**config.mk**
```make
export PLATFORM = sky130hd
export DESIGN_NAME = semafor_sequencer
export DESIGN_NICKNAME = d
export VERILOG_FILES = /design/src/rtl/semafor_pkg.sv /design/src/rtl/semafor_sec_tick.sv /design/src/rtl/semafor_sequencer.sv
export SDC_FILE = /design/constraint.sdc
export NUM_CORES = 1
export LEC_CHECK = 0
export BUFFER_PORTS_ARGS = -buffer_cell sky130_fd_sc_hd__clkbuf_2
export CORE_MARGIN = 2
export CORE_UTILIZATION = 45
export CTS_BUF_LIST = sky130_fd_sc_hd__clkbuf_8
export DETAILED_ROUTE_END_ITERATION = 10
export MAX_ROUTING_LAYER = met4
export PLACE_DENSITY = 0.68
export REMOVE_ABC_BUFFERS = 1
export SETUP_SLACK_MARGIN = 0.1
export SLEW_MARGIN = 30
export SYNTH_ARGS = -nofsm -noshare
export SYNTH_HDL_FRONTEND = slang
export SYNTH_SLANG_ARGS = --single-unit
```
**constraint.sdc**
```tcl
create_clock -name clk -period 5.28 [get_ports clk]
set_input_delay 0.792 -clock clk [delete_from_list [all_inputs] [get_ports clk]]
set_output_delay 0.792 -clock clk [all_outputs]
set_load 0.05 [all_outputs]
```
**src/rtl/semafor_pkg.sv**
```systemverilog
// Shared types and default timing constants for the traffic-light phase sequencer.
package semafor_pkg;

  localparam int unsigned PHASE_W = 3;

  typedef enum logic [PHASE_W-1:0] {
    INIT      = 3'd0,
    GREEN     = 3'd1,
    YELLOW    = 3'd2,
    ALLRED    = 3'd3,
    PED_GREEN = 3'd4,
    PED_FLASH = 3'd5,
    PED_CLEAR = 3'd6,
    SERVICE   = 3'd7
  } phase_t;

  localparam int unsigned DEF_N_APPROACH    = 4;
  localparam int unsigned DEF_CNT_W         = 6;
  localparam int unsigned DEF_DIV_FACTOR    = 10000000;
  localparam int unsigned DEF_YELLOW_SEC    = 3;
  localparam int unsigned DEF_ALLRED_SEC    = 2;
  localparam int unsigned DEF_PED_GREEN_SEC = 12;
  localparam int unsigned DEF_PED_FLASH_SEC = 6;

endpackage

```
**src/rtl/semafor_sec_tick.sv**
```systemverilog
// Seconds prescaler: wraps every DIV_FACTOR cycles, restartable from zero via clr_i.
module semafor_sec_tick
  import semafor_pkg::*;
#(
  parameter int unsigned DIV_FACTOR = DEF_DIV_FACTOR
) (
  input  logic clk,
  input  logic rst,
  input  logic clr_i,
  output logic tick_c_o,
  output logic blink_c_o
);

  localparam int unsigned PW = (DIV_FACTOR > 2) ? $clog2(DIV_FACTOR) : 1;
  localparam logic [PW-1:0] LAST = PW'(DIV_FACTOR - 1);
  localparam logic [PW-1:0] HALF = PW'(DIV_FACTOR / 2);

  logic [PW-1:0] presc_q, presc_d;

  // Next prescaler value: restart on phase change or on wrap.
  always_comb begin
    presc_d = presc_q + PW'(1);
    if (clr_i || (presc_q == LAST)) presc_d = '0;
  end

  // Prescaler register.
  always_ff @(posedge clk or posedge rst) begin
    if (rst) presc_q <= '0;
    else     presc_q <= presc_d;
  end

  assign tick_c_o  = (presc_q == LAST);
  assign blink_c_o = (presc_q < HALF);

endmodule

```
**src/rtl/semafor_sequencer.sv**
```systemverilog
// N-approach traffic-light phase sequencer with optional pedestrian phase and service flash mode.
module semafor_sequencer
  import semafor_pkg::*;
#(
  parameter int unsigned N_APPROACH    = DEF_N_APPROACH,
  parameter int unsigned CNT_W         = DEF_CNT_W,
  parameter int unsigned DIV_FACTOR    = DEF_DIV_FACTOR,
  parameter int unsigned YELLOW_SEC    = DEF_YELLOW_SEC,
  parameter int unsigned ALLRED_SEC    = DEF_ALLRED_SEC,
  parameter int unsigned PED_GREEN_SEC = DEF_PED_GREEN_SEC,
  parameter int unsigned PED_FLASH_SEC = DEF_PED_FLASH_SEC,
  parameter int unsigned PED_ALWAYS    = 0
) (
  input  logic                        clk,
  input  logic                        rst,
  input  logic [N_APPROACH*CNT_W-1:0] green_sec_i,
  input  logic                        service_btn_i,
  input  logic                        ped_req_i,
  output logic [N_APPROACH-1:0]       green_o,
  output logic [N_APPROACH-1:0]       yellow_o,
  output logic [N_APPROACH-1:0]       red_o,
  output logic                        ped_green_o,
  output logic                        ped_red_o,
  output logic [PHASE_W-1:0]          phase_o,
  output logic [2:0]                  approach_o,
  output logic [CNT_W-1:0]            sec_left_o
);

  localparam int unsigned AW = 3;
  localparam logic [AW-1:0]    LAST_AP = AW'(N_APPROACH - 1);
  localparam logic [CNT_W-1:0] ONE     = CNT_W'(1);

  phase_t             phase_q, phase_d;
  logic [AW-1:0]      ap_q, ap_d;
  logic [CNT_W-1:0]   sec_q, sec_d;
  logic               svc_pend_q, svc_pend_d;
  logic               ped_pend_q, ped_pend_d;
  logic               load_c;
  logic [CNT_W-1:0]   g_sel_c;
  logic               tick_c, blink_c;
  logic [N_APPROACH-1:0] ap_oh_c;

  semafor_sec_tick #(
    .DIV_FACTOR(DIV_FACTOR)
  ) u_sec_tick (
    .clk      (clk),
    .rst      (rst),
    .clr_i    (load_c),
    .tick_c_o (tick_c),
    .blink_c_o(blink_c)
  );

  // Phase, approach, seconds counter and pending-request registers.
  always_ff @(posedge clk or posedge rst) begin
    if (rst) begin
      phase_q    <= INIT;
      ap_q       <= '0;
      sec_q      <= CNT_W'(ALLRED_SEC);
      svc_pend_q <= 1'b0;
      ped_pend_q <= 1'b0;
    end else begin
      phase_q    <= phase_d;
      ap_q       <= ap_d;
      sec_q      <= sec_d;
      svc_pend_q <= svc_pend_d;
      ped_pend_q <= ped_pend_d;
    end
  end

  // Next-state: phase walk, safe service exit, request latching and duration load.
  always_comb begin
    phase_d    = phase_q;
    ap_d       = ap_q;
    sec_d      = sec_q;
    svc_pend_d = svc_pend_q;
    ped_pend_d = ped_pend_q;
    load_c     = 1'b0;
    g_sel_c    = '0;

    if (phase_q != SERVICE) begin
      if (service_btn_i) svc_pend_d = 1'b1;
      if (ped_req_i)     ped_pend_d = 1'b1;
    end

    case (phase_q)
      INIT: begin
        if (tick_c && (svc_pend_q || (sec_q == ONE))) begin
          load_c  = 1'b1;
          ap_d    = '0;
          phase_d = svc_pend_q ? SERVICE : GREEN;
        end
      end
      GREEN: begin
        if (tick_c && (svc_pend_q || (sec_q == ONE))) begin
          load_c  = 1'b1;
          phase_d = YELLOW;
        end
      end
      YELLOW: begin
        if (tick_c && (sec_q == ONE)) begin
          load_c  = 1'b1;
          phase_d = svc_pend_q ? SERVICE : ALLRED;
        end
      end
      ALLRED: begin
        if (tick_c && (svc_pend_q || (sec_q == ONE))) begin
          load_c = 1'b1;
          if (svc_pend_q) begin
            phase_d = SERVICE;
          end else if (ap_q != LAST_AP) begin
            phase_d = GREEN;
            ap_d    = ap_q + AW'(1);
          end else if (ped_pend_q || (PED_ALWAYS != 0)) begin
            phase_d = PED_GREEN;
          end else begin
            phase_d = GREEN;
            ap_d    = '0;
          end
        end
      end
      PED_GREEN: begin
        if (tick_c && (svc_pend_q || (sec_q == ONE))) begin
          load_c  = 1'b1;
          phase_d = PED_FLASH;
        end
      end
      PED_FLASH: begin
        if (tick_c && (sec_q == ONE)) begin
          load_c  = 1'b1;
          phase_d = PED_CLEAR;
        end
      end
      PED_CLEAR: begin
        if (tick_c && (sec_q == ONE)) begin
          load_c  = 1'b1;
          ap_d    = '0;
          phase_d = svc_pend_q ? SERVICE : GREEN;
        end
      end
      SERVICE: begin
        if (service_btn_i) begin
          load_c     = 1'b1;
          phase_d    = INIT;
          ap_d       = '0;
          svc_pend_d = 1'b0;
          ped_pend_d = 1'b0;
        end
      end
      default: begin
        load_c  = 1'b1;
        phase_d = INIT;
        ap_d    = '0;
      end
    endcase

    // Green time of the approach being entered; zero is treated as one second.
    for (int unsigned k = 0; k < N_APPROACH; k++) begin
      if (ap_d == AW'(k)) g_sel_c = green_sec_i[k*CNT_W +: CNT_W];
    end

    if (load_c) begin
      case (phase_d)
        GREEN:     sec_d = (g_sel_c == '0) ? ONE : g_sel_c;
        YELLOW:    sec_d = CNT_W'(YELLOW_SEC);
        PED_GREEN: begin
          sec_d      = CNT_W'(PED_GREEN_SEC);
          ped_pend_d = ped_req_i;
        end
        PED_FLASH: sec_d = CNT_W'(PED_FLASH_SEC);
        SERVICE:   sec_d = '0;
        default:   sec_d = CNT_W'(ALLRED_SEC);
      endcase
    end else if (tick_c && (phase_q != SERVICE)) begin
      sec_d = sec_q - ONE;
    end
  end

  // Lamp decode from registered phase and approach.
  always_comb begin
    ap_oh_c     = N_APPROACH'(1) << ap_q;
    green_o     = '0;
    yellow_o    = '0;
    red_o       = '1;
    ped_green_o = 1'b0;
    ped_red_o   = 1'b1;
    case (phase_q)
      GREEN: begin
        green_o = ap_oh_c;
        red_o   = ~ap_oh_c;
      end
      YELLOW: begin
        yellow_o = ap_oh_c;
        red_o    = ~ap_oh_c;
      end
      PED_GREEN: begin
        ped_green_o = 1'b1;
        ped_red_o   = 1'b0;
      end
      PED_FLASH: begin
        ped_green_o = blink_c;
        ped_red_o   = 1'b0;
      end
      SERVICE: begin
        yellow_o  = {N_APPROACH{blink_c}};
        red_o     = '0;
        ped_red_o = 1'b0;
      end
      default: ;
    endcase
  end

  assign phase_o    = phase_q;
  assign approach_o = ap_q;
  assign sec_left_o = sec_q;

endmodule

```
# [After elaboration in Yosys (flattened, before gate mapping)]
# Index checks and enable logic that the tools add are counted.
[totals] elab_cells=94 ff_bits=38 input_bits=28 output_inout_bits=26
[classes] n_reduce_logical=13 n_mux=50 n_bitwise=1 magnitude_cmp=1 n_addsub=3 n_shift=1 eq_ne=19
[op_table] op="$mux W3" count=20
[op_table] op="$mux W6" count=7
[op_table] op="$pmux W6 S5" count=1
[op_table] op="$add A24 B1 Y24 const B" count=1
[op_table] op="$eq A24 B24 Y1 const B" count=1
[op_table] op="$lt A24 B23 Y1 const B" count=1
[op_table] op="$mux W24" count=1
[op_table] op="$pmux W3 S8" count=1
[op_table] op="$eq A3 B3 Y1 const B" count=7
[op_table] op="$pmux W4 S2" count=2
[op_table] op="$eq A3 B2 Y1 const B" count=5
[op_table] op="$mux W1" count=14
[op_table] op="$pmux W3 S4" count=1
[op_table] op="$eq A3 B1 Y1 const B" count=3
[op_table] op="$eq A6 B1 Y1 const B" count=1
[op_table] op="$logic_not A3 Y1" count=2
[op_table] op="$logic_not A6 Y1" count=1
[op_table] op="$reduce_or A3 Y1" count=2
[op_table] op="$sub A6 B1 Y6 const B" count=1
[op_table] op="$mux W4" count=1
[op_table] op="$not A4 Y4" count=1
[op_table] op="$reduce_or A4 Y1" count=1
[op_table] op="$shl A1 B3 Y4 const A" count=1
[op_table] op="$add A3 B1 Y3 const B" count=1
[op_table] op="8 further kinds" count=11

# [Logic depth before layout (Yosys ltp)]
[depth] word_depth=14 depth_mapped=13 depth_no_buf=12

# [Cells and area by module]
# From an unflattened synthesis, not the netlist that was laid out.
[hier_totals] cells_unflattened=347 hier_area_um2=2876.5
[by_module_without_submodules] mod="semafor_sequencer" seq_area_each_um2=351.6 cells_per_inst=202 instances=1 area_per_inst_um2=1526.5
[by_module_without_submodules] mod="semafor_sec_tick" seq_area_each_um2=600.6 cells_per_inst=145 instances=1 area_per_inst_um2=1350.0

# [Worst setup path before layout]
# Ideal clock, no wire load.
[synth_timing] path_type="reg2out" startpoint="reg phase_q[1] (netlist: phase_o[1])" endpoint="out red_o[1]" path_stages_with_launch=6 t_required_ns=4.488 t_arrival_ns=2.938 path_slack_ns=1.550 path_buffers=3 path_cell_list="dfrtp_1 -> clkbuf_1 -> clkbuf_1 -> buf_1 -> nor3_1 -> a21oi_1"
[synth_via] elab_chain_len=3 elab_cells_between_ends=5 cone_classes="eq/ne: 3; mux: 1; reduce/logical: 1"
[synth_rtl] item="start, declared" line="semafor_sequencer.sv:33" text="phase_t phase_q, phase_d;"
[synth_rtl] item="start signal, assigned" line="semafor_sequencer.sv:62" text="phase_q <= phase_d;"
[synth_rtl] item="$eq A3 B2 Y1 or $eq A3 B1 Y1 (tied branches)" line="semafor_sequencer.sv:186" text="case (phase_q)"
[synth_rtl] item="$reduce_or A2 Y1 (no line)"
[synth_rtl] item="$pmux W4 S2 (*)" line="semafor_sequencer.sv:186"
[synth_rtl] item="end, declared" line="semafor_sequencer.sv:21" text="output logic [N_APPROACH-1:0] red_o,"
# Every way passes the cells marked *; elsewhere a longest branch is shown, timed or not.

# [Worst setup path after layout]
[layout_timing] startpoint="reg u_sec_tick.presc_q[9]" endpoint="out ped_green_o"
[layout_via] elab_chain_len=2
[layout_rtl] item="start, declared" line="semafor_sec_tick.sv:18" text="logic [PW-1:0] presc_q, presc_d;"
[layout_rtl] item="start signal, assigned" line="semafor_sec_tick.sv:29" text="else presc_q <= presc_d;"
[layout_rtl] item="$lt A24 B23 Y1" line="semafor_sec_tick.sv:33" text="assign blink_c_o = (presc_q < HALF);"
[layout_rtl] item="$pmux W1 S2" line="semafor_sequencer.sv:186"
[layout_rtl] item="end, declared" line="semafor_sequencer.sv:22" text="output logic ped_green_o,"
# No other way between the ends.

==> impl_metrics.toml <==
[yosys]
syn_area_sq_mm = 0.00276
async_flop_share = 1.00
ys_warn_count = 0
synth.avg_cell_area_sq_um = 8.24
netlist_top_cells_area = "dfrtp_1 34%, nor2_1 6.8%, nand2_1 6.0%"
syn_inst = 335
synth_commonest_cells = "50 x nor2_1, 44 x nand2_1, 37 x dfrtp_1"
synth_top_area_share = 0.335
yosysSeqAreaShare = 0.345
post_synth_num_cell_types = 56
synth-edff-count = 0
yosys.area.top_type = "dfrtp_1"
synth_top_flop_cell = "dfrtp_1"
synthMostInstantiatedCell = "nor2_1"
ys_ff_latch = 38

[routing]
vias_per_cell = 5.66
drtAntennaViolNets = 0
drt-initial-drc-count = 244
wl_per_cell_microns = 14.6
routed_wl_microns = 6740
vias = 2615
dr.pass1.iters = 5
drc = 0

[timing]
fin_worst_skew_ns = 0.00399
finalSetupTns_ns = 0
fmax_mhz = 295
worst_slew_pin_slew_ns = 0.877
rsz0062_at_grt = "no"
fin_crit_sh = 0.642
min_period_ns = 3.39
final-setup-viol-count = 0
slew_violations = 0
maxSlewHeadroom = 0.415
hold_viol = 0

[min_path]
whs_path_depth = 1
hold_path.class = "reg -> reg"

[clock_network]
htreeDepth = 2
cts_max_path_buffers = 2
clk_latency_ns = 0.28
post_cts_buffers = 0
clk_pin_slew_ns = 0.08
postCtsHoldBufs = 0
cts_root_buffer = "clkbuf_8"
cts_tree = "built"
cts.sinks = 38
cts_resized = 0
cts_made_buffers = 5

[pwr]
p_leak_nw = 1.45
powerDensity_mw_per_mm2 = 238
ir_worst_vdd_mv = 0.177
power_uw = 759

[floorplanning]
rows = 28
fp.dieH_microns = 82.3
core_sq_mm = 0.00592
dieArea_sq_mm = 0.00678
io_pins = 54
fp.dieW_microns = 82.3
initial_core_util = 0.466

[status]
status = "completed"

[worst_setup_path]
crit_path_cell_trace = "nand2_1, nor2_1, o21ai_0, nand2_1, a2111oi_0, o21ai_0, a21oi_1, nor2_1, nor3b_1, clkbuf_2"
cp.arrival_ns = 2.60
r2r_slack_ns = 1.95
cp_num_cells = 10
path_delay_family = "compound AO/OA/AOI/OAI gates"
path_buf_inv = 1
critPathMaxFanout = 3
path_class = "reg -> out"
endpoint = "ped_green_o"
critPathSlowestCell = "a2111oi_0"
crit_required_ns = 4.49
end_kind = "output pin"
crit_start = "u_sec_tick.presc_q[9]"
timing.rr.end = "sec_left_o[0]"
max_stage_delay_ns = 0.51
reg2reg_depth = 11
regToRegStartpoint = "u_sec_tick.presc_q[14]"
start_kind = "flop"

[grt]
grt_antenna_before_repair = 0
grt_use_met2 = 0.331
track_usage = 0.212
grt_overflow = 0
grt_pass1_wl_microns = 11000
grt_pass1_vias = 2385
grt_max_degree = 39
grt_util_met3 = 0.0293
top_usage_layer = "met2"
grt_util_met1 = 0.296

[run]
cap_violations = 0

[place]
globalplace.congestion = 0.966
dp_hpwl_microns = 5040
io_buffers = 53

[final_layout]
nets = 421
area_growth_pct = 15.5
diodes = 0
layout-drive-gt1-share = 0.204
-- power breakdown --
| part | switching, mW | internal, mW | leakage (nW) | total, mW |
|---|---|---|---|---|
| Clock | 0.102 | 0.105 | 0.0472 | 0.207 |
| Sequential | 0.0483 | 0.325 | 0.491 | 0.373 |
| Combinational | 0.111 | 0.0674 | 0.916 | 0.179 |
-- per-layer routing --
metal | share of wire | vias to the layer above | wire, microns
met5 | 0 | - | 0
met4 | 0.0059 | 0 | 40
met3 | 0.053 | 6 | 359
met2 | 0.46 | 98 | 3110
met1 | 0.48 | 1220 | 3230
li1 | - | 1291 | -
-- worst reg2reg max path: cells and delay by family (launching register included) --
kind | cells | cell delay, ns
simple gates | 6 | 2.01
buf+inv | 1 | 0.15
mux | 1 | 0.20
compound gates | 3 | 0.47
flops | 1 | 0.43
-- cell families after synthesis --
group | share of synthesized area
AOI/OAI and AO/OA | 0.152
xor gates and xnor gates | 0.0857
adders and majority gates | 0.0317
buffers and inverters | 0.0331
DFF | 0.345
muxes | 0.0521
and+or+nand+nor | 0.301
-- how the worst min path moves through the flow --
stage	from	to	slack, ns
detailed placement	u_sec_tick.presc_q[0]	u_sec_tick.presc_q[0]	0.47
CTS	u_sec_tick.presc_q[0]	u_sec_tick.presc_q[0]	0.48
global route	u_sec_tick.presc_q[0]	u_sec_tick.presc_q[0]	0.51
finish	u_sec_tick.presc_q[0]	u_sec_tick.presc_q[0]	0.48
global placement	u_sec_tick.presc_q[0]	u_sec_tick.presc_q[0]	0.46
floorplan	u_sec_tick.presc_q[0]	u_sec_tick.presc_q[0]	0.45
-- per-stage QoR --
stage	utilization	setup slack [ns]	cell area (sq um)	instances	hold slack, ns
floorplan	-	1.73	2720	324	0.448
global placement	0.522	2.06	3090	454	0.460
detailed placement	0.522	1.96	3090	454	0.475
CTS	0.538	1.86	3190	462	0.484
global route	0.538	1.66	3190	462	0.508
finish	0.538	1.89	3190	462	0.480
-- sequential cells by signal, summed over array words and instances, names as in the netlist, named ones only --
| name | count |
|---|---|
| ped_pend_q | 1 |
| phase_o | 3 |
| approach_o | 3 |
| u_sec_tick.presc_q | 24 |
| sec_left_o | 6 |
-- layout make-up --
cell class,instances,area (sq um)
multi-input cells,274,1720
clock buffers,6,82.6
well taps,75,93.8
flip-flops and latches,38,952
fillers,564,2730
inverters,12,50.0
repair buffers,55,280
clock inverters,2,12.5
-- cells in the final DEF (no fill, tap or decap), types with 7 or more instances in the layout --
master and instances:
xor2_1 16, a21oi_1 11, nor3_1 12, inv_1 11
clkbuf_2 53, mux2i_1 11, nand2_1 44, o21ai_0 16
dfrtp_1 37, xnor2_1 11, nand3_1 15, ha_1 7
and3_1 8, nor2_1 50
(Power assumes the default switching activity.)
